## src/rtl/alu_md_unit.sv

```systemverilog
// Execute-stage ALU with an iterative multiply/divide unit and architectural HI/LO.
// Optional MADD/MADDU/MSUB/MSUBU accumulate support is enabled by defining ALU_MADD_EN.
module alu_md_unit #(
    parameter int  WIDTH   = 32,
    parameter int  MUL_LAT = 2,
    localparam int SAW     = $clog2(WIDTH)
) (
    input  logic             clk,
    input  logic             rst,
    input  logic             valid_i,
    input  logic [7:0]       alucontrol_i,
    input  logic [WIDTH-1:0] src_a_i,
    input  logic [WIDTH-1:0] src_b_i,
    input  logic [SAW-1:0]   sa_i,
    input  logic             flush_i,
    output logic [WIDTH-1:0] result_o,
    output logic             overflow_o,
    output logic             trap_o,
    output logic             stall_o,
    output logic [WIDTH-1:0] hi_o,
    output logic [WIDTH-1:0] lo_o
);
    localparam logic [7:0] AND_CONTROL  = 8'h01, OR_CONTROL    = 8'h02, XOR_CONTROL  = 8'h03;
    localparam logic [7:0] NOR_CONTROL  = 8'h04, ADD_CONTROL   = 8'h05, ADDU_CONTROL = 8'h06;
    localparam logic [7:0] SUB_CONTROL  = 8'h07, SUBU_CONTROL  = 8'h08, SLT_CONTROL  = 8'h09;
    localparam logic [7:0] SLTU_CONTROL = 8'h0A, SLL_CONTROL   = 8'h0B, SRL_CONTROL  = 8'h0C;
    localparam logic [7:0] SRA_CONTROL  = 8'h0D, SLLV_CONTROL  = 8'h0E, SRLV_CONTROL = 8'h0F;
    localparam logic [7:0] SRAV_CONTROL = 8'h10, LUI_CONTROL   = 8'h11, CLO_CONTROL  = 8'h12;
    localparam logic [7:0] CLZ_CONTROL  = 8'h13, MOVN_CONTROL  = 8'h14, MOVZ_CONTROL = 8'h15;
    localparam logic [7:0] TEQ_CONTROL  = 8'h16, TNE_CONTROL   = 8'h17, TGE_CONTROL  = 8'h18;
    localparam logic [7:0] TGEU_CONTROL = 8'h19, TLT_CONTROL   = 8'h1A, TLTU_CONTROL = 8'h1B;
    localparam logic [7:0] MFHI_CONTROL = 8'h1C, MFLO_CONTROL  = 8'h1D, MTHI_CONTROL = 8'h1E;
    localparam logic [7:0] MTLO_CONTROL = 8'h1F, MULT_CONTROL  = 8'h20, MULTU_CONTROL = 8'h21;
    localparam logic [7:0] DIV_CONTROL  = 8'h22, DIVU_CONTROL  = 8'h23;
`ifdef ALU_MADD_EN
    localparam logic [7:0] MADD_CONTROL = 8'h24, MADDU_CONTROL = 8'h25;
    localparam logic [7:0] MSUB_CONTROL = 8'h26, MSUBU_CONTROL = 8'h27;
`endif

    typedef enum logic [1:0] {S_IDLE, S_MUL, S_DIV, S_DONE} state_t;

    function automatic logic [SAW:0] clz(input logic [WIDTH-1:0] v);
        logic [SAW:0] n;
        logic         found;
        n = '0;
        found = 1'b0;
        for (int i = WIDTH - 1; i >= 0; i--) begin
            if (v[i]) found = 1'b1;
            else if (!found) n = n + 1'b1;
        end
        return n;
    endfunction

    logic signed [WIDTH-1:0] a_s, b_s;
    logic [WIDTH-1:0]        sum, diff;
    assign a_s  = src_a_i;
    assign b_s  = src_b_i;
    assign sum  = src_a_i + src_b_i;
    assign diff = src_a_i - src_b_i;

    state_t             state_q, state_d;
    logic [SAW:0]       cnt_q, cnt_d;
    logic [WIDTH-1:0]   a_q, a_d, b_q, b_d, rem_q, rem_d, quo_q, quo_d, dsr_q, dsr_d;
    logic [WIDTH-1:0]   hi_q, hi_d, lo_q, lo_d;
    logic               sgn_q, sgn_d, div_q, div_d;
`ifdef ALU_MADD_EN
    logic               acc_q, acc_d, sub_q, sub_d;
`endif

    always_comb begin
        result_o   = '0;
        overflow_o = 1'b0;
        trap_o     = 1'b0;
        case (alucontrol_i)
            AND_CONTROL:  result_o = src_a_i & src_b_i;
            OR_CONTROL:   result_o = src_a_i | src_b_i;
            XOR_CONTROL:  result_o = src_a_i ^ src_b_i;
            NOR_CONTROL:  result_o = ~(src_a_i | src_b_i);
            ADD_CONTROL: begin
                result_o   = sum;
                overflow_o = (src_a_i[WIDTH-1] == src_b_i[WIDTH-1]) && (sum[WIDTH-1] != src_a_i[WIDTH-1]);
            end
            ADDU_CONTROL: result_o = sum;
            SUB_CONTROL: begin
                result_o   = diff;
                overflow_o = (src_a_i[WIDTH-1] != src_b_i[WIDTH-1]) && (diff[WIDTH-1] != src_a_i[WIDTH-1]);
            end
            SUBU_CONTROL: result_o = diff;
            SLT_CONTROL:  result_o = {{(WIDTH-1){1'b0}}, a_s < b_s};
            SLTU_CONTROL: result_o = {{(WIDTH-1){1'b0}}, src_a_i < src_b_i};
            SLL_CONTROL:  result_o = src_b_i << sa_i;
            SRL_CONTROL:  result_o = src_b_i >> sa_i;
            SRA_CONTROL:  result_o = b_s >>> sa_i;
            SLLV_CONTROL: result_o = src_b_i << src_a_i[SAW-1:0];
            SRLV_CONTROL: result_o = src_b_i >> src_a_i[SAW-1:0];
            SRAV_CONTROL: result_o = b_s >>> src_a_i[SAW-1:0];
            LUI_CONTROL:  result_o = {src_b_i[WIDTH/2-1:0], {(WIDTH/2){1'b0}}};
            CLO_CONTROL:  result_o = {{(WIDTH-SAW-1){1'b0}}, clz(~src_a_i)};
            CLZ_CONTROL:  result_o = {{(WIDTH-SAW-1){1'b0}}, clz(src_a_i)};
            // The write-enable decision for conditional moves lives outside the ALU.
            MOVN_CONTROL, MOVZ_CONTROL: result_o = src_a_i;
            TEQ_CONTROL:  trap_o = (src_a_i == src_b_i);
            TNE_CONTROL:  trap_o = (src_a_i != src_b_i);
            TGE_CONTROL:  trap_o = (a_s >= b_s);
            TGEU_CONTROL: trap_o = (src_a_i >= src_b_i);
            TLT_CONTROL:  trap_o = (a_s < b_s);
            TLTU_CONTROL: trap_o = (src_a_i < src_b_i);
            MFHI_CONTROL: result_o = hi_q;
            MFLO_CONTROL: result_o = lo_q;
            default: ;
        endcase
    end

    logic is_mul, is_div, is_sgn, start;
    always_comb begin
        is_mul = (alucontrol_i == MULT_CONTROL) || (alucontrol_i == MULTU_CONTROL);
        is_sgn = (alucontrol_i == MULT_CONTROL) || (alucontrol_i == DIV_CONTROL);
`ifdef ALU_MADD_EN
        is_mul = is_mul || (alucontrol_i == MADD_CONTROL) || (alucontrol_i == MADDU_CONTROL)
                        || (alucontrol_i == MSUB_CONTROL) || (alucontrol_i == MSUBU_CONTROL);
        is_sgn = is_sgn || (alucontrol_i == MADD_CONTROL) || (alucontrol_i == MSUB_CONTROL);
`endif
        is_div = (alucontrol_i == DIV_CONTROL) || (alucontrol_i == DIVU_CONTROL);
        // Gating with rst keeps stall_o low while reset is asserted.
        start  = rst && valid_i && !flush_i && (state_q == S_IDLE) && (is_mul || is_div);
    end

    logic [2*WIDTH-1:0] prod, md_res;
    logic [WIDTH-1:0]   q_fix, r_fix;
    logic [WIDTH:0]     shifted, trial;
    assign prod = {{WIDTH{sgn_q & a_q[WIDTH-1]}}, a_q} * {{WIDTH{sgn_q & b_q[WIDTH-1]}}, b_q};
    assign shifted = {rem_q, quo_q[WIDTH-1]};
    assign trial   = shifted - {1'b0, dsr_q};

    always_comb begin
        q_fix = (sgn_q && (a_q[WIDTH-1] ^ b_q[WIDTH-1])) ? -quo_q : quo_q;
        r_fix = (sgn_q && a_q[WIDTH-1]) ? -rem_q : rem_q;
        if (div_q) md_res = (b_q == '0) ? {a_q, {WIDTH{1'b1}}} : {r_fix, q_fix};
`ifdef ALU_MADD_EN
        else if (acc_q) md_res = sub_q ? ({hi_q, lo_q} - prod) : ({hi_q, lo_q} + prod);
`endif
        else md_res = prod;
    end

    always_comb begin
        state_d = state_q;
        cnt_d   = cnt_q;
        a_d     = a_q;
        b_d     = b_q;
        rem_d   = rem_q;
        quo_d   = quo_q;
        dsr_d   = dsr_q;
        hi_d    = hi_q;
        lo_d    = lo_q;
        sgn_d   = sgn_q;
        div_d   = div_q;
`ifdef ALU_MADD_EN
        acc_d   = acc_q;
        sub_d   = sub_q;
`endif
        stall_o = 1'b0;
        case (state_q)
            S_IDLE: begin
                if (start) begin
                    stall_o = 1'b1;
                    a_d     = src_a_i;
                    b_d     = src_b_i;
                    sgn_d   = is_sgn;
                    div_d   = is_div;
                    cnt_d   = '0;
                    rem_d   = '0;
                    quo_d   = (is_sgn && src_a_i[WIDTH-1]) ? -src_a_i : src_a_i;
                    dsr_d   = (is_sgn && src_b_i[WIDTH-1]) ? -src_b_i : src_b_i;
`ifdef ALU_MADD_EN
                    acc_d   = !(alucontrol_i == MULT_CONTROL || alucontrol_i == MULTU_CONTROL);
                    sub_d   = (alucontrol_i == MSUB_CONTROL) || (alucontrol_i == MSUBU_CONTROL);
`endif
                    if (is_div)            state_d = S_DIV;
                    else if (MUL_LAT == 1) state_d = S_DONE;
                    else                   state_d = S_MUL;
                end else if (valid_i && !flush_i) begin
                    if (alucontrol_i == MTHI_CONTROL) hi_d = src_a_i;
                    if (alucontrol_i == MTLO_CONTROL) lo_d = src_a_i;
                end
            end
            S_MUL: begin
                stall_o = 1'b1;
                cnt_d   = cnt_q + 1'b1;
                if (cnt_q == (SAW+1)'(MUL_LAT - 2)) state_d = S_DONE;
            end
            S_DIV: begin
                stall_o = 1'b1;
                cnt_d   = cnt_q + 1'b1;
                // Restoring step: keep the trial difference only when it did not borrow.
                if (!trial[WIDTH]) begin
                    rem_d = trial[WIDTH-1:0];
                    quo_d = {quo_q[WIDTH-2:0], 1'b1};
                end else begin
                    rem_d = shifted[WIDTH-1:0];
                    quo_d = {quo_q[WIDTH-2:0], 1'b0};
                end
                if (cnt_q == (SAW+1)'(WIDTH - 1)) state_d = S_DONE;
            end
            S_DONE: begin
                state_d = S_IDLE;
                if (!flush_i) {hi_d, lo_d} = md_res;
            end
            default: state_d = S_IDLE;
        endcase
        if (flush_i) begin
            stall_o = 1'b0;
            state_d = S_IDLE;
        end
    end

    always_ff @(posedge clk or negedge rst) begin
        if (!rst) begin
            state_q <= S_IDLE;
            cnt_q   <= '0;
            a_q     <= '0;
            b_q     <= '0;
            rem_q   <= '0;
            quo_q   <= '0;
            dsr_q   <= '0;
            hi_q    <= '0;
            lo_q    <= '0;
            sgn_q   <= 1'b0;
            div_q   <= 1'b0;
`ifdef ALU_MADD_EN
            acc_q   <= 1'b0;
            sub_q   <= 1'b0;
`endif
        end else begin
            state_q <= state_d;
            cnt_q   <= cnt_d;
            a_q     <= a_d;
            b_q     <= b_d;
            rem_q   <= rem_d;
            quo_q   <= quo_d;
            dsr_q   <= dsr_d;
            hi_q    <= hi_d;
            lo_q    <= lo_d;
            sgn_q   <= sgn_d;
            div_q   <= div_d;
`ifdef ALU_MADD_EN
            acc_q   <= acc_d;
            sub_q   <= sub_d;
`endif
        end
    end

    assign hi_o = hi_q;
    assign lo_o = lo_q;
endmodule

```

## config.mk

```make
export PLATFORM = sky130hd
export DESIGN_NAME = alu_md_unit
export DESIGN_NICKNAME = d
export VERILOG_FILES = /design/src/rtl/alu_md_unit.sv
export SDC_FILE = /design/constraint.sdc
export NUM_CORES = 2
export LEC_CHECK = 0
export CAP_MARGIN = 25
export CORE_MARGIN = 2
export CORE_UTILIZATION = 50
export CTS_BUF_LIST = sky130_fd_sc_hd__clkbuf_8
export CTS_CLUSTER_SIZE = 20
export DETAILED_ROUTE_END_ITERATION = 10
export PLACE_DENSITY = 0.69
export SLEW_MARGIN = 15
export SYNTH_ARGS = -nofsm -noshare
export SYNTH_HDL_FRONTEND = slang
export SYNTH_SLANG_ARGS = --single-unit
```

## constraint.sdc

```tcl
create_clock -name clk -period 19.96 [get_ports clk]
set_input_delay 1.996 -clock clk [delete_from_list [all_inputs] [get_ports clk]]
set_output_delay 1.996 -clock clk [all_outputs]
set_load 0.02 [all_outputs]
```

==> summary.txt <==
Run status
  • Status: finished, violations left
  • Violated checks: negative setup slack

Critical path
  • Setup crit start kind: primary input
  • R2r worst-path depth: 30
  • CP most frequent cell: ha_1
  • CP max-delay cell: ha_1
  • CP endpoint kind: primary output
  • CP arrival: 19.21 ns
  • Critical path type: in -> out
  • Critical path peak fanout: 5
  • CP max stage delay: 0.34 ns
  • Critical Path RT: 17.96 ns
  • Reg2Reg Setup Slack: 8.61 ns

Detailed routing
  • Detail Route Antenna Nets: 0
  • Via/cell ratio: 6.32
  • Wire per inst: 30.1 µm
  • Wirelength, routed: 324 mm
  • Initial DRC Count: 6,866
  • Vias: 68,000
  • Drt pass-1 iters: 8
  • DRC Markers: 0

Pwr
  • Power density cells: 45.8 nW/µm²
  • Max VDD drop: 0.0596 mV
  • Leak: 34.1 nW
  • Sequential Power Share: 0.263
  • Combinational cell fraction of total power: 0.583
  • Switching fraction of total power: 0.528
  • Clock share of power: 0.153
  • Pwr Total: 3.60 mW
  • Sw power: 1.90 mW
  • Pint: 1.70 mW

Logic synthesis
  • Most used DFF post-synth: dfrtp_1
  • Yosys warning count: 0
  • Syn_area_per_cell: 8.19 µm²
  • Async SR Flop Fraction: 1.00
  • Synth unique cells: 109
  • Sequential element share of the synthesized area: 0.0824
  • Mapped Area: 70,700 µm²
  • Post-synth EDFFs: 0
  • Post-synthesis cell count: 8,639
  • Yosys reg bits: 233
  • Syn_nets: 10,300

STA
  • Total negative slack: -5.29 ns
  • # setup viols final: 5
  • Period utilisation layout: 1.06
  • Max-slew violations: 0
  • Final worst setup slack: -1.24 ns
  • Slew @ Worst Pin: 1.39 ns
  • Tmin final: 21.20 ns
  • Fin Clk Skew: 0.0728 ns
  • RSZ-0062 raised after global routing: yes
  • Slew margin rel.: 0.0736
  • Fmax: 47.2 MHz
  • Final hold vios: 0

Placed design
  • Final Wtd Congestion: 1.04
  • Port Buf Inserts: 179
  • Dpl cells: 10,600
  • DP HPWL: 249 mm
  • DP Worst Slack: -2.28 ns
  • Dpl cell area: 76,900 µm²

Floorplan
  • Die Wd: 380 µm
  • Initial Util: 0.502
  • Std-Cell Rows: 138
  • Io pins: 180
  • Die area: 144,000 µm²
  • Die Y: 380 µm
  • Core area: 141,000 µm²

Cells and area
  • Fin cells: 10,800
  • Final Net Count: 10,400
  • Most frequent cells in the layout: nand2_1, inv_1, fa_1
  • Most common cell after layout, fill and taps aside: nand2_1
  • Synthesis-to-layout area growth: 11.2%
  • Design area: 78,600 µm²
  • Layout cell share with drive strength beyond 1: 0.106

Global route
  • GRT Total Usage: 0.446
  • Vias in the first global route: 69,700
  • Global-route wire length before repair: 472 mm
  • Largest net degree at the start of global routing: 155
  • GRT overflow: 0
  • Initial antenna violation count: 29

Min path
  • Min-delay worst type: reg -> reg
  • Hold Crit Depth: 2

Flow run
  • Max cap viols: 0

Clocking
  • H-Tree Level Count: 2
  • Worst-path clk slew: 0.06 ns
  • CTS tree: yes
  • Clock sinks: 233
  • CTS Buf Count: 40
  • Max Root-Sink Buffers: 3
  • Hold Buf Count CTS: 0
  • Root Driver: clkbuf_8
  • Skew-Pair Late Insertion Delay: 0.63 ns
==> power groups by stage <==
stage / Sequential (mW) / Clock (mW) / Combinational (mW)
after CTS: 0.923 / 0.551 / 2.03
after global placement: 0.927 / 0 / 1.99
after detailed placement: 0.922 / 0 / 2.00
after floorplan: 0.779 / 0 / 1.21
final: 0.949 / 0.553 / 2.10
after global routing: 0.928 / 0.568 / 2.24
==> timing repair <==
item | 4_1_cts | 5_1_grt
setup endpoints to repair | 5 | 5
gates resized for setup | 80 | 60
pin swaps | 62 | 81
setup buffers | 25 | 14
gates cloned | 0 | 0
hold endpoints to repair | 0 | 0
==> through the flow <==
stage,utilization,hold slack [ns]
after CTS,0.555,0.485
after detailed placement,0.545,0.470
final,0.558,0.479
after floorplan,-,0.450
after global routing,0.558,0.504
after global placement,0.545,0.463
==> flip-flops by register name, summed over array words and instances (netlist names) <==
register	count
sgn_q	1
dsr_q	31
div_q	1
a_q	32
hi_o	32
rem_q	32
b_q	32
state_q	2
lo_o	32
cnt_q	6
quo_q	32
==> layout make-up <==
cell class,instances,area [µm²]
well taps,1890,2360
fillers,13200,62300
diodes,23,57.6
clock buffers,53,729
repair buffers,704,5800
clock inverters,20,256
multi-input cells,6629,59100
flip-flops and latches,233,5840
inverters,1209,4540
==> layer usage <==
| metal | routed length (µm) | global-route usage | vias to the layer above | part of all wire |
|---|---|---|---|---|
| li1 | - | - | 28500 | - |
| met4 | 33000 | 0.365 | 24 | 0.10 |
| met3 | 34600 | 0.118 | 1401 | 0.11 |
| met1 | 114000 | 0.529 | 33700 | 0.35 |
| met2 | 142000 | 0.684 | 4333 | 0.44 |
| met5 | 158 | 0 | - | 0.00049 |
==> path summary, 6_finish.rpt <==
kind,start,to
hold reg to reg,a_q[14]$_DFFE_PN0P_,a_q[14]$_DFFE_PN0P_
hold / removal,a_q[14]$_DFFE_PN0P_,a_q[14]$_DFFE_PN0P_
min in group asynchronous,rst,hi_o[30]$_DFFE_PN0P_
setup / recovery,src_a_i[30],result_o[5]
setup reg to reg,b_q[6]$_DFFE_PN0P_,hi_o[29]$_DFFE_PN0P_
max in group asynchronous,rst,dsr_q[16]$_DFFE_PN0P_
==> synth_stat cells, types with 23 or more instances <==
master,count,area [µm²]
a211oi_1,32,240
a21o_1,49,368
a21oi_1,425,2130
a221oi_1,64,561
a22oi_1,28,210
a31oi_1,47,294
and2_1,265,1660
and3_1,62,388
buf_1,28,105
clkbuf_1,527,1980
dfrtp_1,233,5830
fa_1,1128,22600
ha_1,411,5140
inv_1,1195,4490
mux2_2,31,349
mux2i_1,184,1840
mux4_2,48,1080
nand2_1,1441,5410
nand2b_1,41,257
nand3_1,144,721
nand4_1,46,288
nor2_1,426,1600
nor2b_1,57,357
nor3_1,98,490
nor4_1,66,413
o2111ai_1,26,228
o211ai_1,50,375
o21ai_0,461,2310
o21bai_1,47,353
o221ai_1,24,210
o22ai_1,48,300
o31ai_1,43,323
or2_2,50,313
or3_1,34,213
or4_1,23,173
xnor2_1,305,2670
xor2_1,111,972
==> kinds of logic (layout without fill, tap and decap cells) <==
family	count (synthesis)	count (layout)	share of synthesized area
buffers and inverters	1777	1986	0.0947
AOI/OAI and AO/OA	1550	1550	0.139
adders and majority gates	1540	1540	0.392
DFF	233	233	0.0824
and+or+nand+nor	2814	2814	0.181
xor gates and xnor gates	460	460	0.0642
other	0	23	0
muxes	265	265	0.0466
==> critical path: cells and delay by family <==
| family | cells | cell delay, ns |
|---|---|---|
| fa+ha+maj | 27 | 7.19 |
| compound gates | 27 | 3.85 |
| simple gates | 23 | 2.61 |
| mux | 12 | 2.47 |
| buf+inv | 7 | 0.70 |
| xor+xnor | 3 | 0.39 |
Power figures use the tool's default switching activity.
